===== src/rtl/mult_sequencer_if.sv =====
// Decoder-facing bundle for the iterative HI/LO multiplier: issue, operands,
// HI/LO read port and pipeline handshake.
interface mult_sequencer_if #(
  parameter int WIDTH = 32
);
  logic             start;
  logic [WIDTH-1:0] srca;
  logic [WIDTH-1:0] srcb;
  logic             rd_req;
  logic             rd_sel;
  logic [WIDTH-1:0] rd_data;
  logic             busy;
  logic             done;
  logic             stall;

  modport master (
    output start, srca, srcb, rd_req, rd_sel,
    input  rd_data, busy, done, stall
  );

  modport slave (
    input  start, srca, srcb, rd_req, rd_sel,
    output rd_data, busy, done, stall
  );
endinterface


===== src/rtl/mult_sequencer.sv =====
// Shift-add unsigned multiplier (one multiplier bit per cycle) that writes
// the architectural HI/LO pair and stalls the pipeline while a result is pending.
module mult_sequencer #(
  parameter int WIDTH = 32
) (
  input  logic              clk,
  input  logic              reset,
  mult_sequencer_if.slave   bus
);
  localparam int CW = (WIDTH > 1) ? $clog2(WIDTH) : 1;

  typedef enum logic [1:0] {IDLE, RUN, DONE} state_t;

  state_t             state_reg, state_next;
  logic [2*WIDTH-1:0] acc_reg, acc_next;
  logic [2*WIDTH-1:0] mcand_reg, mcand_next;
  logic [WIDTH-1:0]   mplier_reg, mplier_next;
  logic [WIDTH-1:0]   hi_reg, hi_next;
  logic [WIDTH-1:0]   lo_reg, lo_next;
  logic [CW-1:0]      count_reg, count_next;
  logic [2*WIDTH-1:0] addend;
  logic [2*WIDTH-1:0] sum;
  logic               accept;
  logic               last_iter;

  // Partial product for this iteration: multiplicand gated by the current multiplier LSB.
  genvar gi;
  generate
    for (gi = 0; gi < 2*WIDTH; gi++) begin : g_addend
      assign addend[gi] = mcand_reg[gi] & mplier_reg[0];
    end
  endgenerate

  assign sum       = acc_reg + addend;
  assign last_iter = (count_reg == CW'(WIDTH - 1));

  always_ff @(posedge clk or posedge reset) begin
    if (reset) begin
      state_reg <= IDLE;
    end else begin
      state_reg <= state_next;
    end
  end

  // DONE accepts a new start exactly like IDLE, giving back-to-back issue.
  always_comb begin
    state_next = state_reg;
    accept     = 1'b0;
    case (state_reg)
      IDLE: begin
        if (bus.start) begin
          accept     = 1'b1;
          state_next = RUN;
        end
      end
      RUN: begin
        if (last_iter) begin
          state_next = DONE;
        end
      end
      DONE: begin
        if (bus.start) begin
          accept     = 1'b1;
          state_next = RUN;
        end else begin
          state_next = IDLE;
        end
      end
      default: state_next = IDLE;
    endcase
  end

  always_comb begin
    acc_next    = acc_reg;
    mcand_next  = mcand_reg;
    mplier_next = mplier_reg;
    count_next  = count_reg;
    hi_next     = hi_reg;
    lo_next     = lo_reg;
    if (accept) begin
      acc_next    = '0;
      mcand_next  = {{WIDTH{1'b0}}, bus.srca};
      mplier_next = bus.srcb;
      count_next  = '0;
    end else if (state_reg == RUN) begin
      acc_next    = sum;
      mcand_next  = mcand_reg << 1;
      mplier_next = mplier_reg >> 1;
      count_next  = count_reg + 1'b1;
      if (last_iter) begin
        hi_next = sum[2*WIDTH-1:WIDTH];
        lo_next = sum[WIDTH-1:0];
      end
    end
  end

  always_ff @(posedge clk or posedge reset) begin
    if (reset) begin
      acc_reg    <= '0;
      mcand_reg  <= '0;
      mplier_reg <= '0;
      count_reg  <= '0;
      hi_reg     <= '0;
      lo_reg     <= '0;
    end else begin
      acc_reg    <= acc_next;
      mcand_reg  <= mcand_next;
      mplier_reg <= mplier_next;
      count_reg  <= count_next;
      hi_reg     <= hi_next;
      lo_reg     <= lo_next;
    end
  end

  // Stall only while RUN: in DONE the new product is already readable.
  assign bus.busy    = (state_reg == RUN);
  assign bus.done    = (state_reg == DONE);
  assign bus.stall   = bus.busy & (bus.rd_req | bus.start);
  assign bus.rd_data = bus.rd_sel ? hi_reg : lo_reg;
endmodule


===== src/flat_wrapper.sv =====
// flat-port wrapper written by rule: the top's interface ports become plain ports
module mult_sequencer_flat 
#(
  parameter int WIDTH = 32
)
  (clk, reset, bus_start, bus_srca, bus_srcb, bus_rd_req, bus_rd_sel, bus_rd_data, bus_busy, bus_done, bus_stall);
  mult_sequencer_if #(.WIDTH(WIDTH)) bus_i ();
  input  logic clk;
  input  logic reset;
  input wire logic [$bits(bus_i.start)-1:0] bus_start;
  input wire logic [$bits(bus_i.srca)-1:0] bus_srca;
  input wire logic [$bits(bus_i.srcb)-1:0] bus_srcb;
  input wire logic [$bits(bus_i.rd_req)-1:0] bus_rd_req;
  input wire logic [$bits(bus_i.rd_sel)-1:0] bus_rd_sel;
  output wire logic [$bits(bus_i.rd_data)-1:0] bus_rd_data;
  output wire logic [$bits(bus_i.busy)-1:0] bus_busy;
  output wire logic [$bits(bus_i.done)-1:0] bus_done;
  output wire logic [$bits(bus_i.stall)-1:0] bus_stall;
  assign bus_i.start = bus_start;
  assign bus_i.srca = bus_srca;
  assign bus_i.srcb = bus_srcb;
  assign bus_i.rd_req = bus_rd_req;
  assign bus_i.rd_sel = bus_rd_sel;
  assign bus_rd_data = bus_i.rd_data;
  assign bus_busy = bus_i.busy;
  assign bus_done = bus_i.done;
  assign bus_stall = bus_i.stall;
  mult_sequencer #(.WIDTH(WIDTH)) u_core (.clk(clk), .reset(reset), .bus(bus_i));
endmodule

===== config.mk =====
export PLATFORM = sky130hd
export DESIGN_NAME = mult_sequencer_flat
export DESIGN_NICKNAME = d
export VERILOG_FILES = /design/src/rtl/mult_sequencer_if.sv /design/src/rtl/mult_sequencer.sv /design/src/flat_wrapper.sv
export SDC_FILE = /design/constraint.sdc
export NUM_CORES = 1
export LEC_CHECK = 0
export BUFFER_PORTS_ARGS = -buffer_cell sky130_fd_sc_hd__buf_2
export CAP_MARGIN = 25
export CORE_UTILIZATION = 53
export DETAILED_ROUTE_END_ITERATION = 8
export GPL_TIMING_DRIVEN = 1
export PLACE_DENSITY = 0.8
export RECOVER_POWER = 50
export SYNTH_ARGS = -nofsm -noshare
export SYNTH_HDL_FRONTEND = slang
export SYNTH_SLANG_ARGS = --single-unit
export TNS_END_PERCENT = 30

===== constraint.sdc =====
create_clock -name clk -period 15.7 [get_ports clk]
set_input_delay 0.785 -clock clk [delete_from_list [all_inputs] [get_ports clk]]
set_output_delay 0.785 -clock clk [all_outputs]
set_load 0.005 [all_outputs]

==> flow_summary_export.csv, run 1 <==
group,metric,value,unit
setup_path,critical_path_class,"in2async",
clock_network,root_buffer,"clkbuf_16",
global_routing,grt_max_degree,81,
timing,slew_violations,246,
worst_hold_path,hold_class,"in2reg",
timing,tns,0,ps
route,via_per_inst,6.166,
pwr,p_comb_share,52.0,%
placement,place.gp.congestion,0.9974,
setup_path,cp_data_arrival_time,7040,ps
placement,pre_cts_ws,11160,ps
synthesis,postSynthAreaPerCell,9.300,µm²
floorplanning,core_area,24530,µm²
synthesis,syn_nets,1577,
synthesis,synth_edf_count,0,
synthesis,synth_top_area_share,43.11,%
route,vias,11270,
timing,setup_violations,0,
clock_network,clk_latency,530,ps
global_routing,track_usage,27.45,%
placement,port_buffers,103,
route,routed_wl,35240,µm
floorplanning,fp.dieArea,25940,µm²
floorplanning,die_x,161.1,µm
pwr,switchingPower,1.535,mW
timing,finClkSkew,17.68,ps
setup_path,startpoint_type,"input port",
placement,place_hpwl,24250,µm
clock_network,path_clk_slew,60,ps
pwr,power.share.switching,43.59,%
timing,hold_violations,0,
timing,fmax,136.9,MHz
pwr,pwr-share-clk,17.1,%
floorplanning,num_io_pins,104,
timing,tightest_slew,3907,ps
synthesis,yosys.area.top_type,"dfrtp_1",
setup_path,cpPeakStageDelay,2770,ps
layout,layout-drive-gt1-share,15.17,%
synthesis,yosysWarnings,0,
route,drtPass1Iterations,7,
synthesis,synth_xor_area_share,3.592,%
clock_network,cts_setup_buffers,0,
synthesis,syn_inst,1442,
setup_path,crit_required,15430,ps
pwr,ir_drop,0.0001068,V
setup_path,crit_path_frequent_cell,"clkbuf_1",
floorplanning,start_util,54.66,%
synthesis,yosysSeqAreaShare,43.11,%
synthesis,synth_flop_cell,"dfrtp_1",
timing,rsz0062_at_grt,"no",
timing,period_share,46.54,%
route,route.detailed.wl_per_inst,19.29,µm
job,cap_violations,4,
pwr,leakagePower,7.181,nW
clock_network,cts_tree,"done",
pwr,p_seq_share,30.9,%
outcome,outcome,"finished with violations",
synthesis,ys_types,58,
timing,worst_slack,8393,ps
global_routing,grt_pass1_wl,57590,µm
layout,layout.nets,1621,
setup_path,path_cells,"buf_2 -> clkinvlp_2 -> clkbuf_1 -> clkbuf_1 -> clkbuf_1",
synthesis,synthTopCellsByArea,"dfrtp_1 (43%), nand2_1 (7.8%), ha_1 (6.1%), a22o_1 (5.6%), mux2_2 (5.0%)",
setup_path,critPathCaptureType,"async pin",
timing,slew_headroom,-160.5,%
synthesis,syn-cell-area,13410,µm²
timing,worst_hold_slack,465.3,ps
route,ant_nets,0,
synthesis,synth-seq-cells,231,
synthesis,synth-async-reset-ratio,100.0,%
floorplanning,fp.dieH,161.1,µm
layout,antenna_cells,0,
synthesis,synth.area.mux_share,5.337,%
global_routing,antenna_found_initial,0,
clock_network,htree_levels,1,
global_routing,grt-ovfl-total,0,
synthesis,synth-compound-area-share,21.17,%
route,drc,0,
timing,fin_crit,7307,ps
layout,areaGrowthSynthToFinish,11.07,%
outcome,violations,"max-capacitance violations, max-slew violations",
clock_network,cts_max_path_buffers,3,
clock_network,cts_hold_buf,0,
global_routing,grt_pass1_vias,10870,
pwr,internal-power,1.986,mW
clock_network,cts_made_buffers,25,
synthesis,yosys.area_share.simple,17.28,%
clock_network,clock_sinks,231,
route,drt_iter0_markers,1070,
synthesis,synth_top_family_by_area,"compound AO/OA/AOI/OAI gates",
setup_path,path_max_fanout,80,
setup_path,cp_slowest_cell,"clkbuf_1",
clock_network,cts-resized-gates,0,
floorplanning,rows,57,
synthesis,synth-adder-area-share,6.214,%
pwr,powerDensity,236.4,nW/µm²
## cells in the mapped netlist, types with 5 or more instances
cell type / instances
a211oi_1: 6
a21o_1: 36
a21oi_1: 68
a22o_1: 86
a22oi_1: 47
a31oi_1: 28
and2_1: 66
and3_1: 8
buf_1: 8
clkbuf_1: 92
dfrtp_1: 231
ha_1: 65
inv_1: 17
mux2_2: 60
nand2_1: 280
nand2b_1: 6
nand3_1: 21
nand4_1: 30
nor2_1: 51
nor2b_1: 6
nor3_1: 19
o211ai_1: 9
o21a_1: 7
o21ai_0: 54
o21bai_1: 10
o31a_1: 5
o31ai_1: 12
or3_1: 7
xnor2_1: 27
xor2_1: 28
## layout make-up
class	instances	area (µm²)
tap	324	405.4
clock buffer	34	689.4
sequential	231	5781
fill	2087	9639
inverter	18	71.32
clock inverter	10	140.1
multi-input combinational	1093	7207
timing repair buffer	117	600.6
## power groups by stage
stage	Combinational, mW	Sequential (mW)	Clock [mW]
floorplan	1.38	1.00	0
global placement	1.75	1.08	0
detailed placement	1.80	1.09	0
CTS	1.81	1.08	0.609
global route	2.01	1.12	0.633
finish	1.83	1.09	0.601
## logic make-up after synthesis
kind of cell | count (synthesis)
compound gates | 401
xor+xnor | 55
fa+ha+maj | 66
buf+inv | 118
flops | 231
mux | 64
simple gates | 507
## metrics by stage
stage / cell area [µm²] / std cells / total power [mW] / util (%)
2_1_floorplan: 13410 / 1442 / 2.384 / -
3_3_place_gp: 14080 / 1781 / 2.836 / 57.37
3_5_place_dp: 14080 / 1781 / 2.886 / 57.37
4_1_cts: 14910 / 1825 / 3.503 / 60.76
5_1_grt: 14890 / 1827 / 3.759 / 60.71
6_report: 14890 / 1827 / 3.521 / 60.71
## critical path, delay by kind of cell
kind                   cells  cell delay (ps)
buffers and inverters      5             6200
## final timing paths
check | start | to | slack (ps) | cells after the start
max in group clk | u_core.mplier_reg[0] | u_core.acc_reg[57] | 11060 | 13
min | bus_srca[13] | u_core.mcand_reg[13] | 470 | 3
min in group asynchronous | reset | u_core.mcand_reg[61] | 1300 | 2
max | reset | u_core.mcand_reg[19] | 8390 | 5
max reg2reg | u_core.mplier_reg[0] | u_core.acc_reg[57] | 11060 | 13
min reg2reg | u_core.lo_reg[12] | u_core.lo_reg[12] | 480 | 2
## layout by cell type, fill, tap and decap left out, drive strengths merged, types with 28 or more instances in the layout
cell,instances
a22o,86
nor2,51
clkbuf,40
nand2,280
a21oi,68
ha,65
o21ai,58
nand4,30
a31oi,28
a21o,36
buf,111
mux2,60
and2,66
a22oi,47
dfrtp,231
xor2,28
## routing by layer
layer | vias up | part of all wire [%] | track usage (%) | wire length (µm)
met2 | 421 | 45 | 42.16 | 15760
met3 | 64 | 7.5 | 4.597 | 2647
met5 | - | 0 | 0 | 0
met4 | 0 | 2.1 | 6.604 | 753
met1 | 5491 | 46 | 40.47 | 16080
li1 | 5289 | - | - | -
Power figures use the tool's default switching activity.
==> run 2, diff against run 1 <==
--- a/config.mk
+++ b/config.mk
@@ -10,7 +10,7 @@
 export CORE_UTILIZATION = 53
 export DETAILED_ROUTE_END_ITERATION = 8
 export GPL_TIMING_DRIVEN = 1
-export PLACE_DENSITY = 0.8
+export PLACE_DENSITY = 0.83
 export RECOVER_POWER = 50
 export SYNTH_ARGS = -nofsm -noshare
 export SYNTH_HDL_FRONTEND = slang
==> constraint.sdc (replaced) <==
create_clock -name clk -period 6.6 [get_ports clk]
set_input_delay 0.33 -clock clk [delete_from_list [all_inputs] [get_ports clk]]
set_output_delay 0.33 -clock clk [all_outputs]
set_load 0.005 [all_outputs]
==> flow_summary_export.csv, run 2 (synthesized netlist as in run 1, its figures left out) <==
group,metric,value,unit
setup_path,cp_data_arrival_time,5130,ps
floorplanning,fp.dieArea,25940,µm²
clock_network,clock_sinks,231,
setup_path,path_max_fanout,46,
clock_network,cts_made_buffers,25,
setup_path,r2r_cells,6,
timing,hold_violations,0,
setup_path,critPathCaptureType,"register",
route,drc,0,
global_routing,track_usage,28.32,%
route,vias,11340,
pwr,switchingPower,3.669,mW
pwr,power.share.switching,43.63,%
setup_path,startpoint_type,"register",
pwr,p_comb_share,52.2,%
layout,fill_cells,2093,
placement,place.gp.congestion,0.9419,
clock_network,cts_setup_buffers,0,
floorplanning,die_x,161.1,µm
global_routing,grt_pass1_wl,59210,µm
timing,fin_crit,4682,ps
timing,setup_violations,0,
route,routed_wl,36050,µm
floorplanning,fp.dieH,161.1,µm
pwr,internal-power,4.740,mW
route,ant_nets,0,
outcome,outcome,"finished with violations",
worst_hold_path,hold_class,"in2reg",
route,drt_iter0_markers,782,
timing,tightest_slew,4135,ps
timing,rsz0062_at_grt,"no",
timing,fmax,213.6,MHz
layout,layout_common_cells,"nand2_1 (279), dfrtp_1 (231), buf_2 (101)",
layout,layout-drive-gt1-share,15.39,%
pwr,pwr-share-clk,17.1,%
timing,finClkSkew,7.266,ps
layout,post-route-util,60.96,%
clock_network,clk_latency,530,ps
floorplanning,num_io_pins,104,
route,via_per_inst,6.189,
placement,port_buffers,103,
floorplanning,rows,57,
timing,slew_violations,324,
timing,tns,0,ps
worst_hold_path,whs_path_depth,3,
setup_path,crit_required,7050,ps
clock_network,cts_tree,"done",
layout,final_cell_count_no_fill,1832,
job,cap_violations,4,
timing,period_share,70.95,%
pwr,leakagePower,7.224,nW
layout,areaGrowthSynthToFinish,11.53,%
clock_network,path_clk_slew,70,ps
global_routing,grt-ovfl-total,0,
clock_network,root_buffer,"clkbuf_16",
floorplanning,start_util,54.66,%
setup_path,critical_path_class,"reg2reg",
global_routing,grt_max_degree,168,
layout,final_common_cell,"nand2_1",
clock_network,cts_max_path_buffers,3,
pwr,ir_drop,0.0002747,V
global_routing,grt_pass1_vias,11140,
pwr,p_seq_share,30.8,%
layout,multiInputGateArea,7197,µm²
layout,regArea,5781,µm²
layout,layout.nets,1623,
route,drtPass1Iterations,5,
route,route.detailed.wl_per_inst,19.68,µm
global_routing,antenna_found_initial,1,
placement,place_hpwl,25050,µm
timing,slew_headroom,-175.7,%
pwr,powerDensity,562.2,nW/µm²
clock_network,htree_levels,1,
floorplanning,core_area,24530,µm²
placement,post-place-cells,1781,
outcome,violations,"max-capacitance violations, max-slew violations",
==> run 2: area by class of cell <==
type / instances / share of cell area [%]
Clock inverter: 10 / 0.7696
Clock buffer: 36 / 4.860
Inverter: 18 / 0.4852
Sequential cell: 231 / 38.65
Multi-Input combinational cell: 1093 / 48.12
Antenna cell: 1 / 0.01673
Tap cell: 324 / 2.710
Timing Repair Buffer: 119 / 4.392
==> run 2: repair_timing <==
action | in CTS | in global routing
hold buffers | 2 | 0
gates resized for setup | 0 | 0
hold endpoints to repair | 2 | 0
==> run 2: power by group through the flow <==
stage	Combinational [mW]	Sequential (mW)	Clock, mW
2_1_floorplan	3.28	2.39	0
3_3_place_gp	4.17	2.58	0
3_5_place_dp	4.31	2.59	0
4_1_cts	4.33	2.59	1.45
5_1_grt	4.84	2.66	1.52
6_report	4.39	2.59	1.44
==> run 2: final timing paths <==
kind,startpoint,endpoint,slack (ps)
setup / recovery,u_core.state_reg[0],u_core.count_reg[2],1920
hold / removal,bus_srca[21],u_core.mcand_reg[21],10
setup reg to reg,u_core.state_reg[0],u_core.count_reg[2],1920
hold reg to reg,u_core.lo_reg[10],u_core.lo_reg[10],470
max in group asynchronous,reset,u_core.mcand_reg[4],2050
min in group asynchronous,reset,u_core.mcand_reg[48],1360
==> run 2: critical path, stage by stage, from the launching register on <==
cell and delay [ps]:
dfrtp_1 440, nand2b_1 140, clkinvlp_2 1250, nor2_1 980
clkbuf_1 1370, o21ai_0 260, o21ai_0 140
==> run 2: routing by layer <==
metal  global-route usage (%)  up-vias  routed length, µm
li1                         -     5277                  -
met4                    6.732        0                714
met5                        0        -                  0
met3                    4.931       52               2355
met1                    41.18     5659              16640
met2                    44.08      350              16340
==> run 2: stage by stage <==
stage | setup WS [ps] | power (mW) | instance area (µm²) | hold slack, ps
5_1_grt | 918.4 | 9.021 | 14950 | 2.329
3_5_place_dp | 1927 | 6.899 | 14100 | 461.4
6_report | 1918 | 8.409 | 14960 | 11.22
2_1_floorplan | 3188 | 5.672 | 13410 | 440.2
4_1_cts | 1834 | 8.373 | 14960 | 0.08454
3_3_place_gp | 2005 | 6.747 | 14070 | 453.8
==> run 3, diff against run 2 <==
==> constraint.sdc (replaced) <==
create_clock -name clk -period 4 [get_ports clk]
set_input_delay 0.2 -clock clk [delete_from_list [all_inputs] [get_ports clk]]
set_output_delay 0.2 -clock clk [all_outputs]
set_load 0.005 [all_outputs]
==> flow_summary_export.csv, run 3 (synthesized netlist as in run 1, its figures left out) <==
group,metric,value,unit
outcome,outcome,"finished with violations",
outcome,violations,"max-capacitance violations, max-slew violations",
timing,slew_violations,299,
floorplanning,rows,57,
global_routing,grt_pass1_vias,11510,
layout,layout.nets,1713,
timing,worst_hold_slack,134.7,ps
clock_network,cts-resized-gates,0,
setup_path,cp_slowest_cell,"fa_1",
clock_network,clk_latency,550,ps
layout,layout-drive-gt1-share,15.64,%
job,cap_violations,5,
clock_network,cts_made_buffers,26,
timing,period_share,95.20,%
layout,fill_cells,1977,
setup_path,startpoint_type,"register",
floorplanning,die_x,161.1,µm
global_routing,grt-ovfl-total,0,
clock_network,cts_setup_buffers,0,
setup_path,cpPeakStageDelay,460,ps
timing,fmax,262.6,MHz
clock_network,cts_hold_buf,65,
clock_network,htree_levels,1,
global_routing,grt_pass1_wl,62240,µm
timing,tns,0,ps
setup_path,r2r_cells,13,
placement,place_hpwl,25750,µm
setup_path,critPathCaptureType,"register",
layout,areaGrowthSynthToFinish,17.64,%
global_routing,antenna_found_initial,2,
timing,rsz0062_at_grt,"no",
route,drtPass1Iterations,5,
clock_network,path_clk_slew,60,ps
setup_path,path_max_fanout,12,
setup_path,crit_required,4420,ps
route,drc,0,
clock_network,clock_sinks,231,
timing,slew_headroom,-88.91,%
clock_network,cts_max_path_buffers,3,
placement,port_buffers,103,
placement,place.gp.congestion,0.9726,
floorplanning,fp.dieH,161.1,µm
worst_hold_path,hold_class,"in2async",
layout,layout_common_cells,"nand2_1 (279), dfrtp_1 (231), buf_2 (93)",
timing,fin_crit,3808,ps
timing,finClkSkew,27.35,ps
clock_network,root_buffer,"clkbuf_16",
setup_path,critical_path_class,"reg2reg",
route,routed_wl,38730,µm
floorplanning,core_area,24530,µm²
pwr,leakagePower,7.590,nW
global_routing,track_usage,30.15,%
layout,antenna_cells,0,
timing,hold_violations,0,
timing,setup_violations,0,
route,drt_iter0_markers,1016,
layout,final_common_cell,"nand2_1",
clock_network,cts_tree,"done",
route,ant_nets,0,
setup_path,path_cells,"buf_4 -> and2_1 -> fa_1 -> a211oi_1 -> o211ai_2 -> a41oi_2 -> a31oi_1 -> o21ai_0 -> a21oi_1 -> o211ai_1 -> nand2_1 -> a31o_2 -> a221o_1",
floorplanning,start_util,54.66,%
route,vias,11780,
setup_path,cp_data_arrival_time,4230,ps
route,route.detailed.wl_per_inst,20.15,µm
global_routing,grt_max_degree,159,
pwr,ir_drop,0.0005718,V
floorplanning,num_io_pins,104,
route,via_per_inst,6.128,
timing,tightest_slew,2834,ps
floorplanning,fp.dieArea,25940,µm²
pwr,powerDensity,907.4,nW/µm²
-- run 3: cell count changes in the layout (fill, tap and decap cells not counted), sizes merged --
cell,change
inv,-1
diode,-1
clkbuf,+9
buf,+17
clkinv,+3
dlygate4sd3,+63
-- run 3: final cells by class --
| type | count | area, µm² | area share (%) |
|---|---|---|---|
| Clock buffer | 36 | 728.2 | 4.616 |
| Clock inverter | 12 | 131.4 | 0.8327 |
| Inverter | 18 | 71.32 | 0.4521 |
| Multi-Input combinational cell | 1093 | 7204 | 45.67 |
| Sequential cell | 231 | 5781 | 36.64 |
| Tap cell | 324 | 405.4 | 2.570 |
| Timing Repair Buffer | 208 | 1455 | 9.224 |
-- run 3: routing by layer --
| layer | global-route usage, % | routed length, µm | up-vias |
|---|---|---|---|
| met4 | 8.448 | 969 | 4 |
| met5 | 0 | 22 | - |
| met1 | 42.51 | 17260 | 5818 |
| li1 | - | - | 5454 |
| met3 | 5.675 | 2799 | 70 |
| met2 | 47.53 | 17690 | 432 |
-- run 3: final timing paths --
check | from | endpoint | slack (ps)
hold / removal | reset | u_core.hi_reg[18] | 130
setup reg to reg | u_core.mplier_reg[0] | u_core.hi_reg[24] | 190
setup / recovery | u_core.mplier_reg[0] | u_core.hi_reg[24] | 190
hold reg to reg | u_core.lo_reg[9] | u_core.lo_reg[9] | 470
min in group clk | bus_start | u_core.state_reg[0] | 230
max in group asynchronous | reset | u_core.acc_reg[16] | 910
-- run 3: critical path, delay by kind of cell, from the launching register on --
| kind | cells | cell delay, ps |
|---|---|---|
| adders and majority gates | 1 | 460 |
| DFF | 1 | 400 |
| AOI/OAI and AO/OA | 9 | 2260 |
| buffers and inverters | 1 | 180 |
| and+or+nand+nor | 2 | 370 |
-- run 3: stage by stage --
step	instances	worst slack, ps	utilization [%]	area [µm²]	total power [mW]
5_1_grt	1922	25.31	64.31	15780	15.26
3_3_place_gp	1809	362.3	58.31	14310	11.46
4_1_cts	1922	225.3	64.46	15820	14.19
2_1_floorplan	1442	588.4	-	13410	9.360
3_5_place_dp	1809	275.6	58.31	14310	11.66
6_report	1922	192.1	64.31	15780	14.31
-- run 3: power by group --
part	total [mW]	internal, mW	switching [mW]
Clock	2.41	1.41	1.01
Sequential	4.27	3.47	0.804
Combinational	7.63	3.14	4.49
Total	14.3	8.02	6.30
